--- config.mk ---
export PLATFORM = sky130hd
export DESIGN_NAME = issue_scheduler
export DESIGN_NICKNAME = d
export VERILOG_FILES = /design/src/rtl/issue_scheduler_pkg.sv /design/src/rtl/issue_scheduler_uop_fifo.sv /design/src/rtl/issue_scheduler.sv
export SDC_FILE = /design/constraint.sdc
export NUM_CORES = 1
export LEC_CHECK = 0
export ABC_AREA = 1
export CAP_MARGIN = 0
export CORE_MARGIN = 10
export CORE_UTILIZATION = 27
export DETAILED_ROUTE_END_ITERATION = 6
export PLACE_DENSITY_LB_ADDON = 0.25
export RECOVER_POWER = 25
export SYNTH_ARGS = -nofsm -noshare
export SYNTH_HDL_FRONTEND = slang
export SYNTH_SLANG_ARGS = --single-unit
export TNS_END_PERCENT = 30
--- constraint.sdc ---
create_clock -name clk -period 4.8 [get_ports clk]
set_clock_uncertainty 0.1 [all_clocks]
set_input_delay 1.44 -clock clk [delete_from_list [all_inputs] [get_ports clk]]
set_output_delay 1.44 -clock clk [all_outputs]
set_load 0.005 [all_outputs]
--- src/rtl/issue_scheduler_pkg.sv ---
// Shared uop class codes, queue payload layout and multiplier FSM states for the issue stage.
package issue_scheduler_pkg;

  localparam int REG_W = 4;
  localparam int NSRC  = 3;

  typedef enum logic [3:0] {
    UOP_NONE      = 4'd0,
    UOP_INTEGER   = 4'd1,
    UOP_INTEGER_M = 4'd2,
    UOP_LOAD      = 4'd3,
    UOP_STORE     = 4'd4,
    UOP_BRANCH    = 4'd5
  } uop_class_e;

  // 24-bit queue payload {class, dest, wr, src{c,b,a}, src_use{c,b,a}}
  typedef struct packed {
    logic [3:0]            cls;
    logic [REG_W-1:0]      dest;
    logic                  wr;
    logic [NSRC*REG_W-1:0] src;
    logic [NSRC-1:0]       src_use;
  } uop_t;

  typedef enum logic {
    M_IDLE = 1'b0,
    M_BUSY = 1'b1
  } mul_state_e;

endpackage

--- src/rtl/issue_scheduler_uop_fifo.sv ---
// In-order uop queue with push/pop/flush and an occupancy count; head reads as zero when empty.
module issue_scheduler_uop_fifo
  import issue_scheduler_pkg::*;
#(
  parameter int DEPTH = 4
) (
  input  logic                       clk,
  input  logic                       rst,
  input  logic                       push,
  input  logic                       pop,
  input  logic                       flush,
  input  uop_t                       push_data,
  output uop_t                       head,
  output logic [$clog2(DEPTH+1)-1:0] count
);

  localparam int PW = $clog2(DEPTH);

  uop_t           mem [DEPTH];
  logic [PW-1:0]  rd_ptr;
  logic [PW-1:0]  wr_ptr;

  always_ff @(posedge clk) begin
    if (rst || flush) begin
      rd_ptr <= '0;
      wr_ptr <= '0;
      count  <= '0;
    end else begin
      if (push) wr_ptr <= wr_ptr + 1'b1;
      if (pop)  rd_ptr <= rd_ptr + 1'b1;
      if (push && !pop)      count <= count + 1'b1;
      else if (pop && !push) count <= count - 1'b1;
    end
  end

  // Storage carries no reset; only pointers and count define validity.
  always_ff @(posedge clk) begin
    if (push) mem[wr_ptr] <= push_data;
  end

  assign head = (count != '0) ? mem[rd_ptr] : '0;

endmodule

--- src/rtl/issue_scheduler.sv ---
// In-order issue stage: uop queue, register scoreboard, hazard checks and a shared multiplier occupancy FSM.
module issue_scheduler
  import issue_scheduler_pkg::*;
#(
  parameter int DEPTH   = 4,
  parameter int NREGS   = 16,
  parameter int MUL_LAT = 3
) (
  input  logic                       clk,
  input  logic                       rst,
  input  logic                       flush,
  input  logic                       in_valid,
  output logic                       in_ready,
  input  logic [3:0]                 in_class,
  input  logic [3:0]                 in_dest,
  input  logic                       in_wr,
  input  logic [11:0]                in_src,
  input  logic [2:0]                 in_src_use,
  output logic                       iss_valid,
  input  logic                       iss_ready,
  output logic [3:0]                 iss_class,
  output logic [3:0]                 iss_dest,
  output logic                       iss_wr,
  input  logic                       wb_valid,
  input  logic [3:0]                 wb_dest,
  output logic [$clog2(DEPTH+1)-1:0] q_count,
  output logic [NREGS-1:0]           sb_pending,
  output logic                       mul_busy
);

  localparam int QW = $clog2(DEPTH+1);
  localparam int CW = (MUL_LAT > 1) ? $clog2(MUL_LAT) : 1;
  localparam logic [QW-1:0] Q_FULL = QW'(DEPTH);

  uop_t             in_uop;
  uop_t             head;
  logic             empty;
  logic             raw;
  logic             waw;
  logic             fire;
  logic             push;
  logic             head_is_mul;
  logic [NREGS-1:0] set_mask;
  logic [NREGS-1:0] clr_mask;
  mul_state_e       mul_state;
  logic [CW-1:0]    mul_cnt;

  assign in_uop = '{cls: in_class, dest: in_dest, wr: in_wr, src: in_src, src_use: in_src_use};

  assign in_ready = !rst && !flush && (q_count != Q_FULL);
  assign push     = in_valid && in_ready && (in_class != 4'(UOP_NONE));

  issue_scheduler_uop_fifo #(.DEPTH(DEPTH)) u_fifo (
    .clk       (clk),
    .rst       (rst),
    .push      (push),
    .pop       (fire),
    .flush     (flush),
    .push_data (in_uop),
    .head      (head),
    .count     (q_count)
  );

  assign empty       = (q_count == '0);
  assign head_is_mul = (head.cls == 4'(UOP_INTEGER_M));

  // Hazards look only at the registered scoreboard; a same-cycle writeback does not unblock.
  always_comb begin
    raw = 1'b0;
    for (int i = 0; i < NSRC; i++) begin
      if (head.src_use[i] && sb_pending[head.src[i*REG_W +: REG_W]]) raw = 1'b1;
    end
  end

  assign waw       = head.wr && sb_pending[head.dest];
  assign iss_valid = !empty && !flush && !raw && !waw && !(head_is_mul && mul_busy);
  assign fire      = iss_valid && iss_ready;

  assign iss_class = head.cls;
  assign iss_dest  = head.dest;
  assign iss_wr    = head.wr;

  always_comb begin
    set_mask = '0;
    clr_mask = '0;
    if (fire && head.wr) set_mask[head.dest] = 1'b1;
    if (wb_valid)        clr_mask[wb_dest]   = 1'b1;
  end

  always_ff @(posedge clk) begin
    if (rst) sb_pending <= '0;
    else     sb_pending <= (sb_pending & ~clr_mask) | set_mask;
  end

  // Multiplier occupancy: counter loads MUL_LAT-1 on issue and drops back to idle on reaching 0.
  always_ff @(posedge clk) begin
    if (rst) begin
      mul_state <= M_IDLE;
      mul_cnt   <= '0;
    end else begin
      case (mul_state)
        M_IDLE: begin
          if (fire && head_is_mul && (MUL_LAT > 1)) begin
            mul_state <= M_BUSY;
            mul_cnt   <= CW'(MUL_LAT - 1);
          end
        end
        M_BUSY: begin
          mul_cnt <= mul_cnt - 1'b1;
          if (mul_cnt == CW'(1)) mul_state <= M_IDLE;
        end
        default: mul_state <= M_IDLE;
      endcase
    end
  end

  assign mul_busy = (mul_state == M_BUSY);

endmodule

### Word-level counts from Yosys, hierarchy flattened

Memories as Yosys holds them, arrays and structs flattened. A register that Yosys moved wholly into a read port is not among the register bits.
Cells that the tools add are included.

* register bits after elaboration: 26
* RAM bits: 96
* input port bits: 34
* output and inout bits: 31
* memories kept: 1

* $add $sub $neg: 5
* magnitude comparators: 7
* eq/ne operators: 4
* multiplexer cells: 29
* bitwise gates (word level): 4
* reduce and logical (&&, ||, !) cells: 33

Memory list
* u_fifo.mem: words 4, width 24, rd ports 1, clocked after Yosys merged registers in 1, write ports 1, RTL line issue_scheduler_uop_fifo.sv:19 `uop_t mem [DEPTH];`

Operator list (count)
* 16-bit two-way mux: 2
* 4-bit by 5-bit less-than comparator with 1-bit output, second input constant: 5
* 24-bit two-way mux: 1
* 1-bit logical AND: 20
* 16-bit AND: 1
* 1-bit binary-select mux with 4-bit select: 4
* 16-bit NOT: 1
* 16-bit bitwise OR: 1
* 1-bit two-way mux: 13
* 1-bit demux with 4-bit select: 2
* 4-bit by 1-bit >= comparator with 1-bit output, second input constant: 2
* 1-bit zero test: 8
* 2-bit two-way mux: 3
* 3-bit two-way mux: 2
* 2-bit by 1-bit adder with 2-bit output, second input constant: 2
* 4-bit by 2-bit == test with 1-bit output, second input constant: 1
* 2-bit case mux with 2 select lines: 1
* 4-bit nonzero test: 1
* 3-bit by 1-bit adder with 3-bit output, second input constant: 1
* 3-bit zero test: 1
* 3-bit != test, second input constant: 1
* 3-bit nonzero test: 1
* 3-bit by 1-bit subtractor with 3-bit output, second input constant: 1
* 2-bit by 1-bit == test with 1-bit output, second input constant: 1
* other kinds (6): 6

### Longest topological paths before layout

* depth in word-level cells: 16
* mapped depth: 24
* gate-level depth less buffers: 22

### Hierarchy

Synthesis repeated with hierarchy kept, for this count alone.

* cell total of the unflattened synthesis: 693
* area, all modules: 5992.0 µm²

Modules (own cells, without submodules)
* issue_scheduler_uop_fifo: times used 1, cells an instance 366, area an instance 4225.3 µm², seq. area each 3062.9 µm²
* issue_scheduler: times used 1, cells an instance 327, area an instance 1766.7 µm², seq. area each 380.4 µm²

### Worst setup path before layout

OpenSTA, ideal clock, no wires.

* path kind: input -> register
* start: in flush
* end: mem u_fifo.mem[0][0] (netlist bit), enable pin
* arrival time: 3.112 ns
* data required time: 4.295 ns
* setup slack: 1.183 ns
* cell stages on the path: 5
* cell sequence: nor2_1 -> o31ai_1 -> inv_1 -> nand3_1 -> nor2_1

* word-level cells in the longest chain between the ends: 7

RTL lines
* start, declared: RTL line issue_scheduler.sv:11 `input logic flush,`
* 1-bit zero test: RTL line issue_scheduler.sv:50 `assign in_ready = !rst && !flush && (q_count != Q_FULL);`
* 1-bit logical AND (2 in a row): RTL line issue_scheduler.sv:50
* named net in_ready: RTL line issue_scheduler.sv:13 `output logic in_ready,`
* 1-bit logical AND (2 in a row): RTL line issue_scheduler.sv:51 `assign push = in_valid && in_ready && (in_class != 4'(UOP_NONE));`
* 1-bit two-way mux: RTL line issue_scheduler_uop_fifo.sv:38 `if (push) mem[wr_ptr] <= push_data;`
* 1-bit two-way mux (implied by the code): RTL line issue_scheduler_uop_fifo.sv:38
* end, declared: RTL line issue_scheduler_uop_fifo.sv:19

The timed path passes the listed nets, and every way through them passes these cells.

==> impl_metrics.env <==
export IMPL_synth_net_count=687
export IMPL_pwr_share_seq=0.464
export IMPL_r2r_end="u_fifo.count[2]"
export IMPL_drive_above_1_share=0.120
export IMPL_ys_seq_elements=124
export IMPL_port_buffers=64
export IMPL_dieArea_um2=28900
export IMPL_ys_top_cells_by_area="edfxtp_1, dfxtp_1, nand2_1, nand3_1, nor2_1"
export IMPL_finalHoldViolations=0
export IMPL_grt_pass1_wl_um=26200
export IMPL_cp_start_kind="flop"
export IMPL_antenna_found_initial=1
export IMPL_grt_pass1_vias=4560
export IMPL_clockPowerShare=0.467
export IMPL_cts_tree="done"
export IMPL_clock_path_buffers=2
export IMPL_power_leakage_nw=2.71
export IMPL_syn_inst=646
export IMPL_total_power_mw=2.52
export IMPL_drc=0
export IMPL_synth_top_area_frac=0.475
export IMPL_drt_pass1_iterations=5
export IMPL_switchingPower_mw=0.583
export IMPL_utilization=0.344
export IMPL_die_w_um=170
export IMPL_drv_cap=0
export IMPL_slew_headroom=0.638
export IMPL_ant_nets=0
export IMPL_end_kind="primary output"
export IMPL_cts_root_buf="clkbuf_16"
export IMPL_powerDensity_nw_per_um2=334
export IMPL_fin_crit_sh=0.938
export IMPL_swShare=0.231
export IMPL_finalSetupViolations=0
export IMPL_async_flop_share=0
export IMPL_tightest_slew_ns=0.543
export IMPL_yosys_cell_types_count=39
export IMPL_cts_buffers=17
export IMPL_cp_required_ns=3.26
export IMPL_placed_area_um2=7000
export IMPL_status="complete, no violations"
export IMPL_hold_path_class="flop to flop"
export IMPL_initial_utilization=0.276
export IMPL_htreeDepth=4
export IMPL_syn_area_per_cell_um2=9.39
export IMPL_cts_setup_buffers=0
export IMPL_final_area_um2=7550
export IMPL_io_pins=65
export IMPL_power_frac_comb=0.069
export IMPL_setup_tns_ns=0
export IMPL_yosysSeqAreaShare=0.568
export IMPL_place_congestion=0.844
export IMPL_viasPerCell=4.68
export IMPL_rsz0062_at_grt="no"
export IMPL_cp_max_fo=33
export IMPL_syn_area_um2=6060
export IMPL_final_max_slew_viol_count=0
export IMPL_grt_usage=0.119
export IMPL_r2r_slack_ns=1.22
export IMPL_hpwlAfterDp_um=11500
export IMPL_area_delta_synth_final_pct=24.5
export IMPL_vias=4733
export IMPL_whs_path_depth=1
export IMPL_die_h_um=170
export IMPL_synthTopCellsByCount="nand2_1, edfxtp_1, nor2_1"
export IMPL_yosys_warnings=0
export IMPL_internal_power_mw=1.94
export IMPL_synth_edf_count=96
export IMPL_num_fill_cells=2231
export IMPL_fmax_mhz=222
export IMPL_post_synth_top_count_cell="nand2_1"
export IMPL_min_period_ns=4.50
export IMPL_cts_sinks=124
export IMPL_holdBufCountCts=0
export IMPL_clkTransAtPathRegs_ns=0.06
export IMPL_nets=760
export IMPL_crit_arrival_ns=2.96
export IMPL_grt_max_degree=47
export IMPL_overflow=0
export IMPL_r2r_cells=21
export IMPL_routed_wl_um=16800
export IMPL_drtIter0Drc=363
export IMPL_critical_path_class="flop to primary output"
export IMPL_yosysTopAreaCell="edfxtp_1"
export IMPL_holdPathEnd="mul_cnt[0]"
export IMPL_min_from="mul_cnt[0]"
export IMPL_cts_repair_resized=0
export IMPL_ir_worst_vdd_v=0.000239
export IMPL_wl_per_cell_um=16.6
export IMPL_fp_coreArea_um2=22000
export IMPL_clkLatencyLatePin_ns=0.41
export IMPL_rows=54
export IMPL_holdWs_ns=0.366
export IMPL_synthFlopType="edfxtp_1"
layout make-up:
class,count,area [um2],share of cell area
multi-input combinational,444,2240,0.297
inverter,53,206,0.0274
clock buffer,17,425,0.0564
timing repair buffer,79,753,0.0998
clock inverter,14,123,0.0162
antenna,1,2.50,0.000332
tap,280,350,0.0464
sequential,124,3440,0.456
routing by layer:
metal,GRT usage,share of wire
met1,0.146,0.44
met2,0.196,0.49
met3,0.0317,0.056
met4,0.0408,0.013
met5,0,0
per-stage QoR:
stage | setup WS, ns | std cells
final | 0.297 | 1012
after global routing | 0.0941 | 1011
after CTS | 0.249 | 1011
after detailed placement | 0.381 | 980
after global placement | 0.377 | 980
after floorplan | 1.18 | 646
critical path: stages (launching register included):
cell,delay (ns)
dfxtp_2,0.39
buf_4,0.37
nand2_1,0.11
nand3_2,0.20
nand3_2,0.21
nand2_1,0.10
nand3_1,0.07
nand3_1,0.09
nand3_1,0.10
nand3_1,0.19
nand3_2,0.11
nor2_4,0.09
clkdlybuf4s50_1,0.51
cell families (layout without fill, tap and decap cells):
kind of cell / Yosys count / after routing / synth area share
compound gates: 101 / 101 / 0.0933
xor+xnor: 2 / 2 / 0.00289
simple gates: 334 / 334 / 0.256
other cells: 0 / 1 / 0
fa+ha+maj: 7 / 7 / 0.0157
buf+inv: 78 / 163 / 0.0640
flops: 124 / 124 / 0.568
power groups by stage:
stage | clock network [mW] | registers (mW) | logic [mW]
finish | 1.18 | 1.17 | 0.175
global route | 1.25 | 1.17 | 0.196
CTS | 1.20 | 1.17 | 0.180
detailed placement | 0 | 1.19 | 0.179
global placement | 0 | 1.19 | 0.179
floorplan | 0 | 1.19 | 0.0977
layout by cell type (no fill, tap or decap), drive strengths merged:
cell             n
clkinvlp         4
o211ai           3
nand2          130
or2              1
clkbuf          17
o21ai           50
ha               6
o31ai            5
diode            1
edfxtp          96
xor2             2
bufinv           1
inv             55
dlygate4sd3     16
o22ai            2
o22a             1
o21bai           1
nor2            94
or4              1
fa               1
a21oi           39
nand3           82
dfxtp           28
buf             15
nand3b           2
clkdlybuf4s50   48
clkinv           7
nand4           24
state kept, by name, summed over array words and instances, names as in the netlist, named ones only:
name           cells
mul_busy           1
u_fifo.mem        96
u_fifo.count       3
mul_cnt            2
u_fifo.wr_ptr      2
sb_pending        16
u_fifo.rd_ptr      2
how the worst max path moves through the flow:
stage                     slack, ns          endpoint
after floorplan                1.18  u_fifo.mem[0][0]
after global placement         0.38          in_ready
after detailed placement       0.38          in_ready
after CTS                      0.25         iss_valid
after global routing           0.09         iss_valid
final                          0.30         iss_valid
(Power assumes the default switching activity.)
